[config.mk]
export PLATFORM = sky130hd
export DESIGN_NAME = mem_arbiter_rr
export DESIGN_NICKNAME = d
export VERILOG_FILES = /design/src/rtl/mem_arbiter_rr.sv
export SDC_FILE = /design/constraint.sdc
export NUM_CORES = 1
export LEC_CHECK = 0
export CAP_MARGIN = 30
export CORE_AREA = 2 2 39 41
export DETAILED_ROUTE_END_ITERATION = 8
export DIE_AREA = 0 0 41 43
export GPL_ROUTABILITY_DRIVEN = 1
export PLACE_DENSITY = 0.77
export SYNTH_ARGS = -nofsm -noshare
export SYNTH_HDL_FRONTEND = slang
export SYNTH_SLANG_ARGS = --single-unit
[constraint.sdc]
create_clock -name clk -period 2.5 [get_ports clk]
set_clock_uncertainty 0.2 [all_clocks]
set_input_delay 0.75 -clock clk [delete_from_list [all_inputs] [get_ports clk]]
set_output_delay 0.75 -clock clk [all_outputs]
set_load 0.01 [all_outputs]
[src/rtl/mem_arbiter_rr.sv]
// N-client memory-port arbiter: grants one cache miss at a time, counts refill
// beats and pulses done to the owner after the final beat.
module mem_arbiter_rr #(
    parameter int unsigned NUM_CLIENTS = 2,
    parameter int unsigned BEATS       = 8,
    parameter int unsigned FIXED_PRIO  = 0,
    localparam int unsigned ID_W       = $clog2(NUM_CLIENTS),
    localparam int unsigned BEAT_W     = $clog2(BEATS)
) (
    input  logic                   clk,
    input  logic                   rst,
    input  logic [NUM_CLIENTS-1:0] req,
    input  logic                   mem_data_valid,
    output logic [NUM_CLIENTS-1:0] grant,
    output logic [ID_W-1:0]        grant_id,
    output logic                   mem_fetch,
    output logic [BEAT_W-1:0]      beat_idx,
    output logic [NUM_CLIENTS-1:0] done,
    output logic                   busy
);

    typedef enum logic [1:0] {
        IDLE  = 2'd0,
        FETCH = 2'd1,
        DONE  = 2'd2
    } state_t;

    localparam logic [BEAT_W-1:0] LAST_BEAT  = BEAT_W'(BEATS - 1);
    localparam logic [ID_W-1:0]   LAST_CLIENT = ID_W'(NUM_CLIENTS - 1);

    state_t          state;
    logic [ID_W-1:0] ptr;
    logic [ID_W-1:0] win_id;
    logic            win_found;
    logic [ID_W-1:0] next_ptr;
    int unsigned     idx;

    // Winner: first request scanning upward from ptr (round-robin) or from 0 (fixed).
    always_comb begin
        win_id    = '0;
        win_found = 1'b0;
        idx       = 0;
        for (int unsigned i = 0; i < NUM_CLIENTS; i++) begin
            if (FIXED_PRIO != 0) begin
                idx = i;
            end else begin
                idx = (32'(ptr) + i) % NUM_CLIENTS;
            end
            if (!win_found && req[ID_W'(idx)]) begin
                win_found = 1'b1;
                win_id    = ID_W'(idx);
            end
        end
    end

    assign next_ptr = (grant_id == LAST_CLIENT) ? '0 : grant_id + ID_W'(1);

    always_ff @(posedge clk or negedge rst) begin
        if (!rst) begin
            state     <= IDLE;
            grant     <= '0;
            grant_id  <= '0;
            mem_fetch <= 1'b0;
            beat_idx  <= '0;
            done      <= '0;
            busy      <= 1'b0;
            ptr       <= '0;
        end else begin
            unique case (state)
                IDLE: begin
                    if (|req) begin
                        state     <= FETCH;
                        grant     <= NUM_CLIENTS'(1) << win_id;
                        grant_id  <= win_id;
                        mem_fetch <= 1'b1;
                        beat_idx  <= '0;
                        busy      <= 1'b1;
                    end
                end
                FETCH: begin
                    // Owner and grant are frozen; only memory beats advance the refill.
                    if (mem_data_valid) begin
                        if (beat_idx == LAST_BEAT) begin
                            state     <= DONE;
                            done      <= grant;
                            grant     <= '0;
                            grant_id  <= '0;
                            mem_fetch <= 1'b0;
                            beat_idx  <= '0;
                            ptr       <= next_ptr;
                        end else begin
                            beat_idx <= beat_idx + BEAT_W'(1);
                        end
                    end
                end
                DONE: begin
                    state <= IDLE;
                    done  <= '0;
                    busy  <= 1'b0;
                end
                default: begin
                    state <= IDLE;
                end
            endcase
        end
    end

endmodule

# Word level (Yosys, flattened, before mapping)
# Cells that the tools add are included.
[word_totals] register_bits=13 out_inout_bits=10 wordCells=63
[op_classes] n_addsub=3 order_cmp=2 n_eq_ne=6 n_shift=1 mux=30 n_reduce_logical=13
[op_table] cell="two-way mux 2 bit" n=8
[op_table] cell="two-way mux 1 bit" n=12
[op_table] cell="case mux 2 bit (2 select lines)" n=3
[op_table] cell="AND reduction 3 bit" n=4
[op_table] cell="two-way mux 3 bit" n=3
[op_table] cell="!= test 2 bit, second input constant" n=3
[op_table] cell="case mux 1 bit (2 select lines)" n=3
[op_table] cell="case mux 3 bit (2 select lines)" n=1
[op_table] cell="nonzero test 2 bit" n=3
[op_table] cell="< comparator 1 x 2 -> 1 bit, second input constant" n=2
[op_table] cell="AND reduction 4 bit" n=1
[op_table] cell="adder 3 x 1 -> 3 bit, second input constant" n=1
[op_table] cell="equality test 3 bit, second input constant" n=1
[op_table] cell="adder 1 bit, second input constant" n=2
[op_table] cell="equality test 2 x 1 -> 1 bit, second input constant" n=1
[op_table] cell="equality test 2 bit, second input constant" n=1
[op_table] cell="zero test 2 bit" n=1
[op_table] cell="AND reduction 2 bit" n=1
[op_table] cell="OR reduction 2 bit" n=1
[op_table] cell="<< shifter 1 x 1 -> 2 bit, first input constant" n=1
[op_table] cell="logical AND 1 bit" n=1
[op_table] cell="zero test 1 bit" n=1

# Longest topological paths before layout
# Gate-level depths: netlist of the first run.
[logic_depth] depth_word=9 ltp_mapped=5

# Worst setup path after synthesis of the first run
# No wires, ideal clock.
[synth_timing] kind="input-to-reg" startpoint="in req[0]" endpoint="reg beat_idx[0]" setup_ps=125 t_arrival_ps=1375 required_time_ps=2175 setup_slack_ps=800 cell_stages=3 path_buffers=0 path_cell_list="nor3_1 nor3_2 mux2_4"
[synth_between] elab_chain_cells=3
[synth_rtl] element="start: declaration" line_no="12" source="input logic [NUM_CLIENTS-1:0] req,"
[synth_rtl] element="OR reduction 2 bit" line_no="71" source="if (|req) begin"
[synth_rtl] element="!= test 2 bit (no source line)"
[synth_rtl] element="AND reduction 3 bit (no source line)"
[synth_rtl] element="end signal: assignment" line_no="92" source="beat_idx <= beat_idx + BEAT_W'(1);"
[synth_rtl] element="end: declaration" line_no="17" source="output logic [BEAT_W-1:0] beat_idx,"
# Every way passes these cells.
# A chain may end at the register's enable or synchronous reset.

# Final worst setup path of the first run
[layout_timing] startpoint="reg grant_id" endpoint="out grant_id"
[layout_rtl] element="start: declaration" line_no="15" source="output logic [ID_W-1:0] grant_id,"
[layout_rtl] element="start signal: assignment" line_no="74" source="grant_id <= win_id;"
# No word-level cell between the ends.

==> run summary, run 1 <==
CP Class - reg -> out
final hold violations - 0
sequential-to-total area share from yosys stat - 51.6%
synthesized area per cell - 11.6 sq um
most common cell after layout, fill and taps aside - clkdlybuf4s50_1
Buf/Inv on CP - 1
clk_lat worst skew - 0.26 ns
CP max stage delay - 0.56 ns
Root Driver - clkbuf_4
WP data required - 1.55 ns
post_cts resized - 0
Worst setup SP type - register
Worst path slowest cell - clkdlybuf4s50_1
number of synthesized register bits - 12
via count - 397
starting density of the core - 42.0%
Filler Cell Count - 123
Syn-to-layout area delta - 27.3%
initial drt markers - 4
number of cells on the critical path - 1
HP Class - reg -> reg
vias in the first global route - 369
maxcap violations - 0
DPL Wire Length - 756 um
setup ws final - 0.333 ns
cell class contributing the biggest share of worst-path delay - buffers and inverters
final slew viol count - 0
Synth Instances - 50
syn_nets - 57
Worst Tran Pin Value - 0.514 ns
Slew headroom - 65.6%
final WL - 992 um
ANT nets after route - 0
share of cells above drive strength 1 - 15.6%
Longest Clk Path Bufs - 2
Hold Buf Count CTS - 0
CTS tree - yes
number of primary I/O pins - 15
Crit Path Max Fanout - 5
vias per cell - 4.96
power per cell area - 1080 nW/um^2
drt wl/cell - 12.4 um
htree depth - 1
Setup crit end kind - output pin
remaining global-route overflow - 0
maximum vdd drop - 0.355 mV
Tot GR Track Use - 13.2%
Distinct cells, synth - 24
CP cell instances - clkdlybuf4s50_1
chip height - 43 um
Mapped Area - 582 sq um
status - completed
number of antenna violations at the first check in global routing - 0
first-pass GRT wire length - 1540 um
RePlAce Congestion - 0.744
die area - 1760 sq um
drt first pass iters - 4
CORE AREA - 1380 sq um
Hold Path Stages - 2
Period Utilization, post-route - 86.7%
total negative setup slack - 0 ns
Leakage - 0.379 nW
most frequent cells in the layout - 14 x clkdlybuf4s50_1, 12 x dfrtp_1, 5 x nand2_1, 5 x nor2_1
YS warnings - 0
FP Rows - 14
Max Freq - 462 MHz
# diodes - 0
Clk pin slew, worst setup/hold paths - 0.07 ns
die width - 41 um
Worst EP arrival - 1.22 ns
fin nets - 73
Final min period - 2.17 ns
DRC - 0
Num CTS Buffers - 3
clk sinks - 12
Worst Reg-to-Reg Cells - 3
RSZ-0062 raised after global routing - false
post-CTS setup repair buffer count - 0
port bufs - 14
Setup violations, final - 0
largest net degree at the start of global routing - 13
Worst Setup Slack post-DPL - 0.203 ns
-- cells in the mapped netlist --
cell type / n / share of area [%]
dfrtp_1: 12 / 52
nand2_1: 5 / 3.2
nor2_1: 5 / 3.2
inv_1: 3 / 1.9
o21ai_0: 3 / 2.6
ha_1: 2 / 4.3
mux2i_1: 2 / 3.4
nand4b_1: 2 / 3.0
a21oi_1: 1 / 0.86
a311oi_1: 1 / 1.5
a31o_2: 1 / 1.5
and2b_2: 1 / 1.5
and3_1: 1 / 1.1
buf_4: 1 / 1.3
buf_6: 1 / 1.9
clkbuf_2: 1 / 0.86
mux2_4: 1 / 2.6
nand4b_4: 1 / 4.1
nor2b_4: 1 / 2.4
nor3_1: 1 / 0.86
nor3_2: 1 / 1.7
nor4b_1: 1 / 1.5
o21ba_2: 1 / 1.7
o31ai_1: 1 / 1.3
-- per-layer routing --
metal / GRT usage, % / up-vias / share of wire [%]
li1: - / 204 / -
met1: 18.1 / 185 / 49
met2: 17.2 / 6 / 46
met3: 4.71 / 2 / 2.6
met4: 8.00 / 0 / 1.7
met5: 0 / - / 0
-- worst min-delay path: cells and delay by family (launching register included) --
family / cells / cell delay [ns]
flip-flops: 1 / 0.34
AND/OR/NAND/NOR: 1 / 0.05
AO/OA/AOI/OAI: 1 / 0.05
-- cell type report --
| type | instances | area (sq um) | share of cell area, % |
|---|---|---|---|
| clock buffers | 3 | 22.5 | 3.04 |
| inverters | 3 | 11.3 | 1.52 |
| multi-input cells | 32 | 246 | 33.3 |
| flip-flops and latches | 12 | 300 | 40.5 |
| well taps | 16 | 20.0 | 2.70 |
| repair buffers | 14 | 140 | 18.9 |
-- power by group --
group          leakage, nW  internal, mW  switching (mW)
registers            0.144         0.271          0.0665
clock network       0.0138        0.0555          0.0540
logic                0.222         0.218           0.134
total                0.379         0.544           0.255
-- path summary, 6_finish.rpt --
check	from	to	slack (ns)
max	grant_id$_DFFE_PN0P_	grant_id	0.33
min reg2reg	mem_fetch$_DFFE_PN0P_	mem_fetch$_DFFE_PN0P_	0.28
min in group asynchronous	rst	beat_idx[2]$_DFFE_PN0P_	0.63
min	mem_fetch$_DFFE_PN0P_	mem_fetch$_DFFE_PN0P_	0.28
max in group asynchronous	rst	done[0]$_DFFE_PN0P_	1.13
max reg2reg	state[0]$_DFFE_PN0P_	beat_idx[0]$_DFFE_PN0P_	0.87
-- state kept, by name, summed over array words and instances (netlist names) --
register	cells
beat_idx	3
done	2
state	2
busy	1
grant	1
grant_id	1
mem_fetch	1
ptr	1
-- logic make-up (layout without fill, tap and decap cells) --
kind of cell | Yosys count | in the layout | share of synthesized area [%]
AO/OA/AOI/OAI | 8 | 8 | 9.46
adder cells (fa/ha/maj) | 2 | 2 | 4.30
buffers and inverters | 6 | 20 | 6.02
flip-flops | 12 | 12 | 51.6
multiplexers | 3 | 3 | 6.02
AND/OR/NAND/NOR | 19 | 19 | 22.6
-- through the flow --
step	instances	total power [mW]	utilization (%)	cell area, sq um	hold slack [ns]
floorplan	50	0.530	-	582	0.250
global placement	77	0.688	51.9	718	0.262
detailed placement	77	0.699	51.9	718	0.270
CTS	80	0.811	53.5	741	0.286
global route	80	0.860	53.5	741	0.309
finish	80	0.798	53.5	741	0.277
No activity file was read; power rests on OpenSTA's default activity.
==> run 2, diff against run 1 <==
--- a/config.mk
+++ b/config.mk
@@ -9,8 +9,9 @@
 export CORE_AREA = 2 2 39 41
 export DETAILED_ROUTE_END_ITERATION = 8
 export DIE_AREA = 0 0 41 43
+export DONT_BUFFER_PORTS = 1
 export GPL_ROUTABILITY_DRIVEN = 1
-export PLACE_DENSITY = 0.77
+export PLACE_DENSITY = 0.62
 export SYNTH_ARGS = -nofsm -noshare
 export SYNTH_HDL_FRONTEND = slang
 export SYNTH_SLANG_ARGS = --single-unit
==> run 2 against run 1 <==
  * Non-clock buffer count down 13
  * Utilization down 8.4 points
  * Routed wire length up 3.5%
  * First-iteration DRC count down 25%
  * Power down 11%
  * Cell area down 16%
  * Via count down 7.8%
  * Critical endpoint is now grant[1]
  * Largest power group is now sequential cells
==> run summary, run 2 (same netlist as run 1, synthesis figures left out) <==
vias in the first global route - 359
Final min period - 1.73 ns
Top reg by flops - beat_idx
sequential share of power - 53.9%
remaining global-route overflow - 0
Worst EP arrival - 0.78 ns
Num CTS Buffers - 3
starting density of the core - 42.0%
Largest regs - beat_idx: 3 flops, done: 2 flops, state: 2 flops
Max Freq - 579 MHz
Hold Worst Slack - 0.331 ns
CP Class - reg -> out
HP Class - reg -> reg
Worst Tran Pin Value - 0.542 ns
DRC - 0
FP Rows - 14
reg2reg end - beat_idx[0]$_DFFE_PN0P_
WP data required - 1.55 ns
number of antenna violations at the first check in global routing - 0
Syn-to-layout area delta - 7.31%
drt wl/cell - 15.1 um
initial drt markers - 3
Root Driver - clkbuf_4
Tot GR Track Use - 14.1%
Post-DP Area - 578 sq um
status - completed
drt first pass iters - 4
Worst Setup Slack post-DPL - 0.740 ns
Combinational Power Share - 24.1%
most frequent cells in the layout - 12 x dfrtp_1, 5 x nand2_1, 5 x nor2_1
max reg flops - 3
Setup violations, final - 0
Clk pin slew, worst setup/hold paths - 0.08 ns
most common cell after layout, fill and taps aside - dfrtp_1
Filler Cell Count - 139
clk_lat worst skew - 0.27 ns
DPL Wire Length - 741 um
CP startpoint - grant_id$_DFFE_PN0P_
Crit Path Max Fanout - 5
internal power - 0.458 mW
Worst Reg-to-Reg Cells - 4
maxcap violations - 0
RR Startpoint - beat_idx[0]$_DFFE_PN0P_
post-CTS setup repair buffer count - 0
fin nets - 60
die width - 41 um
NetSw - 0.255 mW
Clk pwr share - 22.0%
Slew headroom - 63.7%
final hold violations - 0
Final Cell Area - 624 sq um
ANT nets after route - 0
via count - 366
Critical Path End - grant[1]
# diodes - 0
setup ws final - 0.772 ns
RePlAce Congestion - 0.735
switching share of power - 35.8%
largest net degree at the start of global routing - 13
Longest Clk Path Bufs - 2
vias per cell - 5.38
total negative setup slack - 0 ns
die area - 1760 sq um
RSZ-0062 raised after global routing - false
number of cells on the critical path - 0
CORE AREA - 1380 sq um
htree depth - 1
share of cells above drive strength 1 - 21.2%
Setup crit end kind - output pin
chip height - 43 um
R2R setup slack - 0.83 ns
Worst setup SP type - register
Finished Core Util - 45.1%
first-pass GRT wire length - 1630 um
final slew viol count - 0
power per cell area - 1140 nW/um^2
Period Utilization, post-route - 69.1%
maximum vdd drop - 0.329 mV
clk sinks - 12
number of primary I/O pins - 15
Leakage - 0.337 nW
port bufs - 0
final WL - 1030 um
CTS tree - yes
run 2: cell types whose count changed in the layout (fill, tap and decap cells not counted), sizes merged:
| cell | change |
|---|---|
| clkdlybuf4s50 | -14 |
| clkbuf | +1 |
| dlygate4sd3 | +1 |
run 2: cell type report:
cell class	instances	area, sq um	area share (%)
clock buffers	4	36.3	5.81
inverters	3	11.3	1.80
multi-input cells	32	246	39.5
flip-flops and latches	12	300	48.1
well taps	16	20.0	3.21
repair buffers	1	10.0	1.60
run 2: per-stage QoR:
step                      std cells  total power [mW]
after detailed placement         63             0.557
after global routing             68             0.765
after global placement           63             0.548
after CTS                        68             0.720
final                            68             0.712
after floorplan                  50             0.530
run 2: how the worst min path moves through the flow:
stage	cells after the start	slack (ns)	to	start
floorplan	0	0.25	beat_idx[0]$_DFFE_PN0P_	rst
global placement	0	0.25	grant_id$_DFFE_PN0P_	rst
detailed placement	0	0.25	grant_id$_DFFE_PN0P_	rst
CTS	2	0.34	ptr$_DFFE_PN0P_	ptr$_DFFE_PN0P_
global route	2	0.37	mem_fetch$_DFFE_PN0P_	mem_fetch$_DFFE_PN0P_
finish	2	0.33	ptr$_DFFE_PN0P_	ptr$_DFFE_PN0P_
run 2: timing repair:
item	4_1_cts	5_1_grt
hold buffers	1	0
gates resized for setup	0	0
hold endpoints to repair	12	0
run 2: power by group through the flow:
stage                     logic, mW  clock network (mW)  registers [mW]
final                         0.172               0.156           0.384
after global routing          0.194               0.174           0.396
after CTS                     0.176               0.159           0.384
after detailed placement      0.170                   0           0.387
after global placement        0.162                   0           0.386
after floorplan               0.179                   0           0.352
run 2: routing by layer:
layer  GRT usage (%)  routed length, um  up-vias
met5               0                  0        -
met4            8.00                  9        0
met3            5.76                 54        2
met2            19.4                509        6
met1            17.9                453      179
li1                -                  -      179
run 2: worst register-to-register path: stages (launching register included):
cell     delay [ns]
dfrtp_1        0.46
ha_1           0.23
ha_1           0.24
nor4b_1        0.30
mux2_4         0.19
==> run 3, diff against run 2 <==
==> constraint.sdc (replaced) <==
create_clock -name clk -period 1.6 [get_ports clk]
set_clock_uncertainty 0.2 [all_clocks]
set_input_delay 0.48 -clock clk [delete_from_list [all_inputs] [get_ports clk]]
set_output_delay 0.48 -clock clk [all_outputs]
set_load 0.01 [all_outputs]
==> run 3 against run 2 <==
  * Via count rose by 4.6%
  * Power rose by 56%
  * Die area did not move
  * Routed wire length fell by 1.5%
  * Hold slack got worse by 0.21 ns
  * Flip-flop and latch count did not move
  * Largest cell class unchanged
==> run summary, run 3 (same netlist as run 1, synthesis figures left out) <==
post-CTS setup repair buffer count - 0
Worst EP arrival - 0.82 ns
max reg flops - 3
Worst Tran Pin Value - 0.545 ns
initial drt markers - 7
most common cell after layout, fill and taps aside - dfrtp_1
total negative setup slack - 0 ns
Setup violations, final - 0
Clk pin slew, worst setup/hold paths - 0.07 ns
final slew viol count - 0
Top reg by flops - beat_idx
CP cell instances - buf_4
Final min period - 1.50 ns
die area - 1760 sq um
Buf/Inv on CP - 1
CTS tree - yes
power per cell area - 1730 nW/um^2
CP Class - reg -> out
first-pass GRT wire length - 1650 um
Crit Path Max Fanout - 3
Longest Clk Path Bufs - 2
RSZ-0062 raised after global routing - false
CORE AREA - 1380 sq um
htree depth - 1
maxcap violations - 0
maximum vdd drop - 0.604 mV
CP max stage delay - 0.38 ns
remaining global-route overflow - 0
Setup crit end kind - output pin
Tot GR Track Use - 14.6%
Leakage - 0.344 nW
port bufs - 0
chip height - 43 um
Hold Worst Slack - 0.126 ns
Period Utilization, post-route - 93.6%
clk sinks - 12
Num CTS Buffers - 3
FP Rows - 14
starting density of the core - 42.0%
number of primary I/O pins - 15
largest net degree at the start of global routing - 13
vias in the first global route - 372
Root Driver - clkbuf_4
RePlAce Congestion - 0.776
status - completed
WP data required - 0.92 ns
Max Freq - 668 MHz
die width - 41 um
cell class contributing the biggest share of worst-path delay - flip-flops
via count - 383
fin nets - 63
number of antenna violations at the first check in global routing - 0
clk_lat worst skew - 0.28 ns
Worst setup SP type - register
Syn-to-layout area delta - 10.3%
Finished Core Util - 46.4%
HP Class - in -> reg
final hold violations - 0
drt wl/cell - 14.5 um
DPL Wire Length - 716 um
Slew headroom - 63.6%
DRC - 0
Worst path slowest cell - dfrtp_1
# diodes - 0
vias per cell - 5.47
ANT nets after route - 0
most frequent cells in the layout - 12 x dfrtp_1, 5 x nand2_1, 5 x nor2_1
share of cells above drive strength 1 - 27.8%
final WL - 1010 um
drt first pass iters - 2
Largest regs - beat_idx: 3 flops, done: 2 flops, state: 2 flops
[run 3: cell types whose count changed in the layout (fill, tap and decap cells not counted), sizes merged]
cell,previous run,this run
clkbuf,4,3
buf,0,3
[run 3: through the flow]
stage	instances	worst slack (ns)	area, sq um	power [mW]
global placement	66	0.0474	601	0.905
detailed placement	66	0.0397	601	0.908
floorplan	50	0.0398	582	0.828
global route	70	0.0323	642	1.19
finish	70	0.103	642	1.11
CTS	70	0.0122	633	1.11
[run 3: area by class of cell]
| class | instances | area [sq um] |
|---|---|---|
| fill | 136 | 742 |
| tap | 16 | 20.0 |
| multi-input combinational | 32 | 255 |
| inverter | 3 | 11.3 |
| sequential | 12 | 300 |
| clock buffer | 3 | 22.5 |
| timing repair buffer | 4 | 32.5 |
[run 3: metal layers]
metal / vias to the layer above / share of wire (%) / track usage (%) / routed length (um)
met5: - / 0 / 0 / 0
met4: 0 / 3.9 / 14.0 / 39
met1: 188 / 45 / 18.6 / 453
met2: 7 / 46 / 18.4 / 470
met3: 5 / 4.7 / 4.19 / 48
li1: 183 / - / - / -
[run 3: path summary, 6_finish.rpt]
kind / slack (ns) / cells after the start / from / endpoint
worst min register to register: 0.30 / 2 / ptr$_DFFE_PN0P_ / ptr$_DFFE_PN0P_
worst min-delay path: 0.13 / 1 / mem_data_valid / state[0]$_DFFE_PN0P_
min in group asynchronous: 0.42 / 1 / rst / ptr$_DFFE_PN0P_
worst max-delay path: 0.10 / 1 / beat_idx[0]$_DFFE_PN0P_ / beat_idx[0]
max in group asynchronous: 0.42 / 1 / rst / done[1]$_DFFE_PN0P_
worst max register to register: 0.11 / 5 / beat_idx[0]$_DFFE_PN0P_ / done[1]$_DFFE_PN0P_
[run 3: report_power, final]
part | total (mW) | switching (mW) | leakage [nW] | internal [mW]
clock | 0.190 | 0.103 | 0.0138 | 0.0873
sequential | 0.552 | 0.129 | 0.144 | 0.423
combinational | 0.367 | 0.165 | 0.187 | 0.202
total | 1.11 | 0.397 | 0.344 | 0.712
[run 3: repair_timing]
action	4_1_cts	5_1_grt
setup endpoints to repair	0	2
hold buffers	1	0
endpoints found under the hold margin	12	0
gates resized for setup	0	2
